**src/rtl/snake_pkg.sv**
```systemverilog
// Shared widths, apple reset position and controller state encoding for the snake game.
package snake_pkg;

  localparam int X_W = 10;
  localparam int Y_W = 9;

  localparam logic [X_W-1:0] APPLE_RST_X = 10'd70;
  localparam logic [Y_W-1:0] APPLE_RST_Y = 9'd90;

  typedef enum logic [1:0] {
    SAMPLE,
    ARMED,
    UPD_HI,
    UPD_LO
  } state_t;

endpackage

```
**src/rtl/box_hit.sv**
```systemverilog
// Combinational square-overlap test: hit when both |dx| and |dy| are below SIZE.
module box_hit
  import snake_pkg::*;
#(
  parameter int SIZE = 10
) (
  input  logic [X_W-1:0] a_x,
  input  logic [Y_W-1:0] a_y,
  input  logic [X_W-1:0] b_x,
  input  logic [Y_W-1:0] b_y,
  output logic           hit
);

  logic [X_W-1:0] dx;
  logic [Y_W-1:0] dy;

  // Subtract smaller from larger so the distance never wraps.
  always_comb begin
    dx  = (a_x >= b_x) ? (a_x - b_x) : (b_x - a_x);
    dy  = (a_y >= b_y) ? (a_y - b_y) : (b_y - a_y);
    hit = (32'(dx) < SIZE) && (32'(dy) < SIZE);
  end

endmodule

```
**src/rtl/apple_eat_ctrl.sv**
```systemverilog
// Apple consumer: latches generator X/Y, checks head collision on move ticks, requests a respawn.
// Optional macro APPLE_SPAWN_CHECK_EN rejects freshly sampled apples that land on the head.
module apple_eat_ctrl
  import snake_pkg::*;
#(
  parameter int APPLE_SIZE = 10,
  parameter int UPD_HOLD   = 4,
  parameter int SCORE_W    = 8
`ifdef APPLE_SPAWN_CHECK_EN
  ,
  parameter int MAX_RETRY  = 15
`endif
) (
  input  logic               VGA_clk,
  input  logic               rst_n,
  input  logic               enable,
  input  logic               move_tick,
  input  logic [X_W-1:0]     head_X,
  input  logic [Y_W-1:0]     head_Y,
  input  logic [X_W-1:0]     rand_X,
  input  logic [Y_W-1:0]     rand_Y,
  output logic               update,
  output logic [X_W-1:0]     apple_X,
  output logic [Y_W-1:0]     apple_Y,
  output logic               apple_valid,
  output logic               grow,
  output logic [SCORE_W-1:0] score
);

  localparam int CNT_W = $clog2(UPD_HOLD + 1);
  localparam logic [CNT_W-1:0] CNT_LAST = CNT_W'(UPD_HOLD - 1);

  state_t               state_reg, state_next;
  logic [CNT_W-1:0]     cnt_reg, cnt_next;
  logic                 update_reg, update_next;
  logic [X_W-1:0]       apple_x_reg, apple_x_next;
  logic [Y_W-1:0]       apple_y_reg, apple_y_next;
  logic                 valid_reg, valid_next;
  logic                 grow_reg, grow_next;
  logic [SCORE_W-1:0]   score_reg, score_next;
  logic [X_W-1:0]       chk_x;
  logic [Y_W-1:0]       chk_y;
  logic                 hit;

`ifdef APPLE_SPAWN_CHECK_EN
  localparam int RETRY_W = $clog2(MAX_RETRY + 1);
  logic [RETRY_W-1:0]   retry_reg, retry_next;

  // One comparator serves both checks: candidate sample in SAMPLE, live apple elsewhere.
  assign chk_x = (state_reg == SAMPLE) ? rand_X : apple_x_reg;
  assign chk_y = (state_reg == SAMPLE) ? rand_Y : apple_y_reg;
`else
  assign chk_x = apple_x_reg;
  assign chk_y = apple_y_reg;
`endif

  box_hit #(.SIZE(APPLE_SIZE)) u_box_hit (
    .a_x (head_X),
    .a_y (head_Y),
    .b_x (chk_x),
    .b_y (chk_y),
    .hit (hit)
  );

  always_ff @(posedge VGA_clk or negedge rst_n) begin
    if (!rst_n) begin
      state_reg   <= SAMPLE;
      cnt_reg     <= '0;
      update_reg  <= 1'b0;
      apple_x_reg <= APPLE_RST_X;
      apple_y_reg <= APPLE_RST_Y;
      valid_reg   <= 1'b0;
      grow_reg    <= 1'b0;
      score_reg   <= '0;
`ifdef APPLE_SPAWN_CHECK_EN
      retry_reg   <= '0;
`endif
    end else begin
      state_reg   <= state_next;
      cnt_reg     <= cnt_next;
      update_reg  <= update_next;
      apple_x_reg <= apple_x_next;
      apple_y_reg <= apple_y_next;
      valid_reg   <= valid_next;
      grow_reg    <= grow_next;
      score_reg   <= score_next;
`ifdef APPLE_SPAWN_CHECK_EN
      retry_reg   <= retry_next;
`endif
    end
  end

  always_comb begin
    state_next   = state_reg;
    cnt_next     = cnt_reg;
    update_next  = update_reg;
    apple_x_next = apple_x_reg;
    apple_y_next = apple_y_reg;
    valid_next   = valid_reg;
    grow_next    = 1'b0;
    score_next   = score_reg;
`ifdef APPLE_SPAWN_CHECK_EN
    retry_next   = retry_reg;
`endif
    case (state_reg)
      SAMPLE: begin
`ifdef APPLE_SPAWN_CHECK_EN
        if (hit && (retry_reg != RETRY_W'(MAX_RETRY))) begin
          retry_next = retry_reg + 1'b1;
        end else begin
          apple_x_next = rand_X;
          apple_y_next = rand_Y;
          valid_next   = 1'b1;
          state_next   = ARMED;
        end
`else
        apple_x_next = rand_X;
        apple_y_next = rand_Y;
        valid_next   = 1'b1;
        state_next   = ARMED;
`endif
      end
      ARMED: begin
        if (move_tick && enable && hit) begin
          grow_next   = 1'b1;
          if (score_reg != '1) score_next = score_reg + 1'b1;
          valid_next  = 1'b0;
          update_next = 1'b1;
          cnt_next    = '0;
          state_next  = UPD_HI;
        end
      end
      UPD_HI: begin
        if (cnt_reg == CNT_LAST) begin
          cnt_next    = '0;
          update_next = 1'b0;
          state_next  = UPD_LO;
        end else begin
          cnt_next = cnt_reg + 1'b1;
        end
      end
      UPD_LO: begin
        // Low phase gives the generator time to settle its new Y before resampling.
        if (cnt_reg == CNT_LAST) begin
          cnt_next   = '0;
          state_next = SAMPLE;
`ifdef APPLE_SPAWN_CHECK_EN
          retry_next = '0;
`endif
        end else begin
          cnt_next = cnt_reg + 1'b1;
        end
      end
      default: state_next = SAMPLE;
    endcase
  end

  assign update      = update_reg;
  assign apple_X     = apple_x_reg;
  assign apple_Y     = apple_y_reg;
  assign apple_valid = valid_reg;
  assign grow        = grow_reg;
  assign score       = score_reg;

endmodule

```
**config.mk**
```make
export PLATFORM = sky130hd
export DESIGN_NAME = apple_eat_ctrl
export DESIGN_NICKNAME = d
export VERILOG_FILES = /design/src/rtl/snake_pkg.sv /design/src/rtl/box_hit.sv /design/src/rtl/apple_eat_ctrl.sv
export SDC_FILE = /design/constraint.sdc
export NUM_CORES = 1
export LEC_CHECK = 0
export CAP_MARGIN = 25
export CORE_MARGIN = 2
export CORE_UTILIZATION = 45
export DETAILED_ROUTE_END_ITERATION = 8
export GPL_ROUTABILITY_DRIVEN = 0
export PLACE_DENSITY_LB_ADDON = 0.08
export SLEW_MARGIN = 10
export SYNTH_ARGS = -nofsm -noshare
export SYNTH_HDL_FRONTEND = slang
export SYNTH_SLANG_ARGS = --single-unit
```
**constraint.sdc**
```tcl
create_clock -name VGA_clk -period 5.5 [get_ports VGA_clk]
set_input_delay 0.55 -clock VGA_clk [delete_from_list [all_inputs] [get_ports VGA_clk]]
set_output_delay 0.55 -clock VGA_clk [all_outputs]
set_load 0.005 [all_outputs]
```
# After elaboration in Yosys (flattened, before gate mapping)
# Index checks and enable logic that the tools add are counted.
totals:
  regBits: 35
  input_bits: 42
  output_inout_bits: 30
  wordCells: 55
classes:
  addsub: 6
  order_cmp: 4
  eq_ne: 8
  muxes: 16
  n_reduce_logical: 13
op_table:
  columns: ["op", "n"]
  rows:
  - ["$sub 10x10->10", 2]
  - ["$sub 9x9->9", 2]
  - ["$ge 10x10->1", 1]
  - ["$lt 10x4->1 const B", 1]
  - ["$mux 10", 1]
  - ["$ge 9x9->1", 1]
  - ["$lt 9x4->1 const B", 1]
  - ["$mux 9", 1]
  - ["$reduce_and 3->1", 3]
  - ["$add 8x1->8 const B", 1]
  - ["$ne 8x8->1 const B", 1]
  - ["$pmux 2 s4", 1]
  - ["$mux 2", 3]
  - ["$mux 3", 2]
  - ["$ne 2x2->1 const B", 3]
  - ["$pmux 3 s2", 1]
  - ["$reduce_bool 2->1", 3]
  - ["$mux 1", 5]
  - ["$eq 2x2->1 const B", 2]
  - ["$pmux 1 s2", 2]
  - ["$reduce_and 2->1", 2]
  - ["$add 3x1->3 const B", 1]
  - ["$eq 3x2->1 const B", 1]
  - ["$logic_and 1x1->1", 3]
  - ["3 further kinds", 3]

# Depth between registers and ports, before layout
logic_depth:
  ltp_word: 7
  ltp_mapped: 14
  depth_no_buf: 13

# Modules after synthesis
# Synthesis repeated with hierarchy kept, for this count alone.
hier_totals:
  cells_unflattened: 394
  hier_area_um2: 3513.4
modules_own_cells:
  columns: ["mod", "n_inst", "cells_per_inst", "area_each_um2", "seq_area_each_um2"]
  rows:
  - ["box_hit", 1, 275, 1944.4, 0.0]
  - ["apple_eat_ctrl", 1, 119, 1569.0, 884.6]

# Worst setup path before layout
# OpenSTA, ideal clock, no wires.
synth_path:
  path_kind: "input port to flip-flop"
  from: "input head_X[0]"
  to: "register score_reg[1], in the netlist score[1]"
  setup_time_ns: 0.125
  arrival_ns: 3.548
  t_required_ns: 5.375
  path_slack_ns: 1.828
  cell_stages: 13
  n_path_buf: 0
  cell_sequence: "inv_1 -> ha_1 -> inv_1 -> fa_1 -> a21o_4 -> a311oi_2 -> or3_4 -> nand2_2 -> mux2i_1 -> or4_4 -> a2111oi_4 -> and3_2 -> mux2_2"
synth_between:
  elab_chain_len: 6
  elab_cells_between_ends: 8
  cone_classes: "add/sub (2); order compare (2); mux (1); reduce/logical (3)"
synth_rtl:
  columns: ["element", "line", "rtl"]
  rows:
  - ["start, declared", "apple_eat_ctrl.sv:18", "input logic [X_W-1:0] head_X,"]
  - ["$sub 10x10->10 or $ge 10x10->1 (tied branches)", "box_hit.sv:19", "dx = (a_x >= b_x) ? (a_x - b_x) : (b_x - a_x);"]
  - ["$mux 10 *", "box_hit.sv:19", null]
  - ["$lt 10x4->1 *", "box_hit.sv:21", "hit = (32'(dx) < SIZE) && (32'(dy) < SIZE);"]
  - ["$logic_and 1x1->1 *", "box_hit.sv:21", null]
  - ["$logic_and 1x1->1 *", "apple_eat_ctrl.sv:124", "if (move_tick && enable && hit) begin"]
  - ["$reduce_and 3->1 (no source line) *", null, null]
  - ["end signal, assigned", "apple_eat_ctrl.sv:86", "score_reg <= score_next;"]
  - ["end, declared", "apple_eat_ctrl.sv:40", "logic [SCORE_W-1:0] score_reg, score_next;"]
# Every way passes the cells marked *; elsewhere a longest branch is shown, timed or not.
# A chain may end at the register's enable or synchronous reset.

# Final worst setup path
layout_path:
  from: "input head_X[5]"
  to: "register score_reg[1], in the netlist score[1]"
# Same word-level chain as after synthesis.

==> out/metrics.cfg <==
[finish]
nFillCells=734
multi_input_area_um2=2472
final_area_um2=4467
post-route-util=0.5721
fin_nets=582
drive_gt1_frac=0.09495
largest_reg_flops=10
diodes=0
seqCellArea_um2=884.6
area_growth_pct=22.39
finalNonFillerCells=597

[floorplan]
fp-row-count=32
die_area_um2=8847
ios=72
core_um2=7807
die_y_um=94.06
dieWidth_um=94.06
start_util=0.4675

[pwr]
combPwrFrac=0.722
p_leak_nw=1.959
cellPowerDensity_nw_per_um2=518.7
switchingPower_mw=1.114
ir_drop_mv=0.2932
power_frac_seq=0.191
clkPwrFrac=0.086
internal-power_mw=1.203
finalPower_mw=2.317
netSwitchingFraction=0.4810

[grt]
grt_pass1_wl_um=15410
grt_max_degree=41
track_usage=0.2183
grt_pass1_vias=3209
grt_overflow_total=0
antenna_found_initial=0

[sta]
finalWorstSetupSlack_ns=1.076
fin_setup_tns_ns=0
slew_violations=0
final.setup_skew_ns=0.008987
fin_crit_sh=0.8043
relSlewSlack=0.4584
hold_viol_final=0
rsz0062_at_grt=false
max_freq_ghz=0.2261
worst_pin_slew_ns=0.8124
setup_viol=0
fin_hold_ws_ns=0.3412
fin_crit_ns=4.424

[critical_path]
crit_slowest_cell=a2111oi_4
cp.required_ns=5.69
cp_data_arrival_time_ns=4.61
max_stage_delay_ns=0.77
path_class=input pin to flip-flop
end_kind=flip-flop
crit_fanout=13
path_cells=clkdlybuf4s50_1, inv_1, ha_1, nand4_1, o31ai_1, and2b_4, nand2_2, nor3_1, or4_4, a2111oi_4, and3_2, mux2_2
start_kind=input pin

[synth]
synth_edf_count=0
synth_simple_gate_area_frac=0.2077
synth_area_leaders=dfrtp_1 19%, ha_1 14%, dfstp_2 5.0%, inv_1 4.6%, o21ai_0 4.3%
post_synth_num_cell_types=72
yosys-top-cells-count=45 x inv_1, 42 x ha_1, 34 x nand2_1
syn_inst=433
synth_area_um2=3650
muxShareOfSynthArea=0.03222
synth_xor_area_frac=0.03840
synth_adder_area_share=0.1659
postSynthNetCount=521
synth_top_family_by_area=compound AO/OA/AOI/OAI gates
synthDominantCellAreaShare=0.1920
ys.flop_type=dfrtp_1
synth_compound_area_frac=0.2331
synth_async_sr_flop_share=1.000
yosysMostFrequentCell=inv_1
ys_ff_latch=35
yosys_warnings=0
yosysSeqAreaShare=0.2424
yosysTopAreaCell=dfrtp_1
synth.avg_cell_area_um2=8.429

[detailed_routing]
drt_iter0_drc=157
viasPerCell=5.576
drtAntennaViolNets=0
vias=3329
firstDrtPassIters=5
wl_per_cell_um=15.54
drc_errors=0
wl_um=9279

[clocking]
path_clk_slew_ns=0.08
root_buffer=clkbuf_8
cts_tree=yes
cts-resized-gates=0
clock_sink_count=35
clockBufferDepth=2
ctsHtreeMaxLevel=2
clk_latency_ns=0.29
hold_buffers=0
post_cts_buffers=0
numCtsBuffers=5

[placed_design]
dpl_cell_area_um2=4374
pre_cts_slack_ns=0.7967
dp_hpwl_um=7479
dp_cells=589
port_buffers=71

[status]
status=finished clean

[hold_path]
hold_class=input pin to asynchronous set/reset pin

[run]
max_cap_violations=0

## worst paths after layout
| check | startpoint | endpoint | slack [ns] | depth (start not counted) |
|---|---|---|---|---|
| setup / recovery | head_X[5] | score[1] | 1.08 | 12 |
| hold / removal | rst_n | score[6] | 0.34 | 1 |
| setup reg to reg | apple_X[6] | score[1] | 1.42 | 10 |
| hold reg to reg | cnt_reg[2] | cnt_reg[2] | 0.51 | 1 |
| max in group asynchronous | rst_n | apple_Y[2] | 4.63 | 1 |
| min in group VGA_clk | cnt_reg[2] | cnt_reg[2] | 0.51 | 1 |
## worst max-delay path: cells and delay by family
kind	cells	cell delay (ns)
adders and majority gates	1	0.54
and+or+nand+nor	6	1.53
buffers and inverters	2	0.54
muxes	1	0.33
AOI/OAI and AO/OA	2	1.12
## layout make-up
cell class              instances  share of cell area
multi-input cells             334              0.5535
flip-flops and latches         35              0.1980
repair buffers                 73              0.1613
inverters                      45             0.03782
well taps                     102             0.02857
clock buffers                   5             0.01541
clock inverters                 3            0.005322
## layer usage
layer,vias up,share of wire,global-route usage
li1,1671,-,-
met1,1575,0.50,0.3350
met2,79,0.44,0.3315
met3,4,0.048,0.02568
met4,0,0.0052,0.03865
met5,-,0,0
## layout by cell type (no fill, tap or decap), types with 4 or more instances in the layout
master and n:
clkdlybuf4s50_1 70, inv_1 45, ha_1 42, nand2_1 34
o21ai_0 31, nor2_1 29, dfrtp_1 28, a21oi_1 20
nand4_1 13, nor3_1 10, xor2_1 9, nor2b_1 7
o211ai_1 7, a21o_1 7, xnor2_1 7, nand2b_1 7
dfstp_2 7, a211oi_1 6, mux2_2 6, mux2i_1 5
and2_1 5, clkbuf_8 5, or2_2 4, and3_1 4
a31oi_1 4, nand3_1 4, a2111oi_0 4, fa_1 4
## logic make-up (layout without fill, tap and decap cells)
logic type	Yosys count	after routing
DFF	35	35
xor gates and xnor gates	16	16
and+or+nand+nor	141	141
muxes	11	11
AOI/OAI and AO/OA	120	120
buffers and inverters	64	126
adders and majority gates	46	46
## power groups by stage
stage,registers [mW],clock network (mW),logic [mW]
after floorplan,0.438,0,1.24
after global placement,0.443,0,1.64
after detailed placement,0.448,0,1.66
after CTS,0.444,0.205,1.67
after global routing,0.458,0.218,1.88
final,0.443,0.200,1.67
No activity file was read; power rests on OpenSTA's default activity.
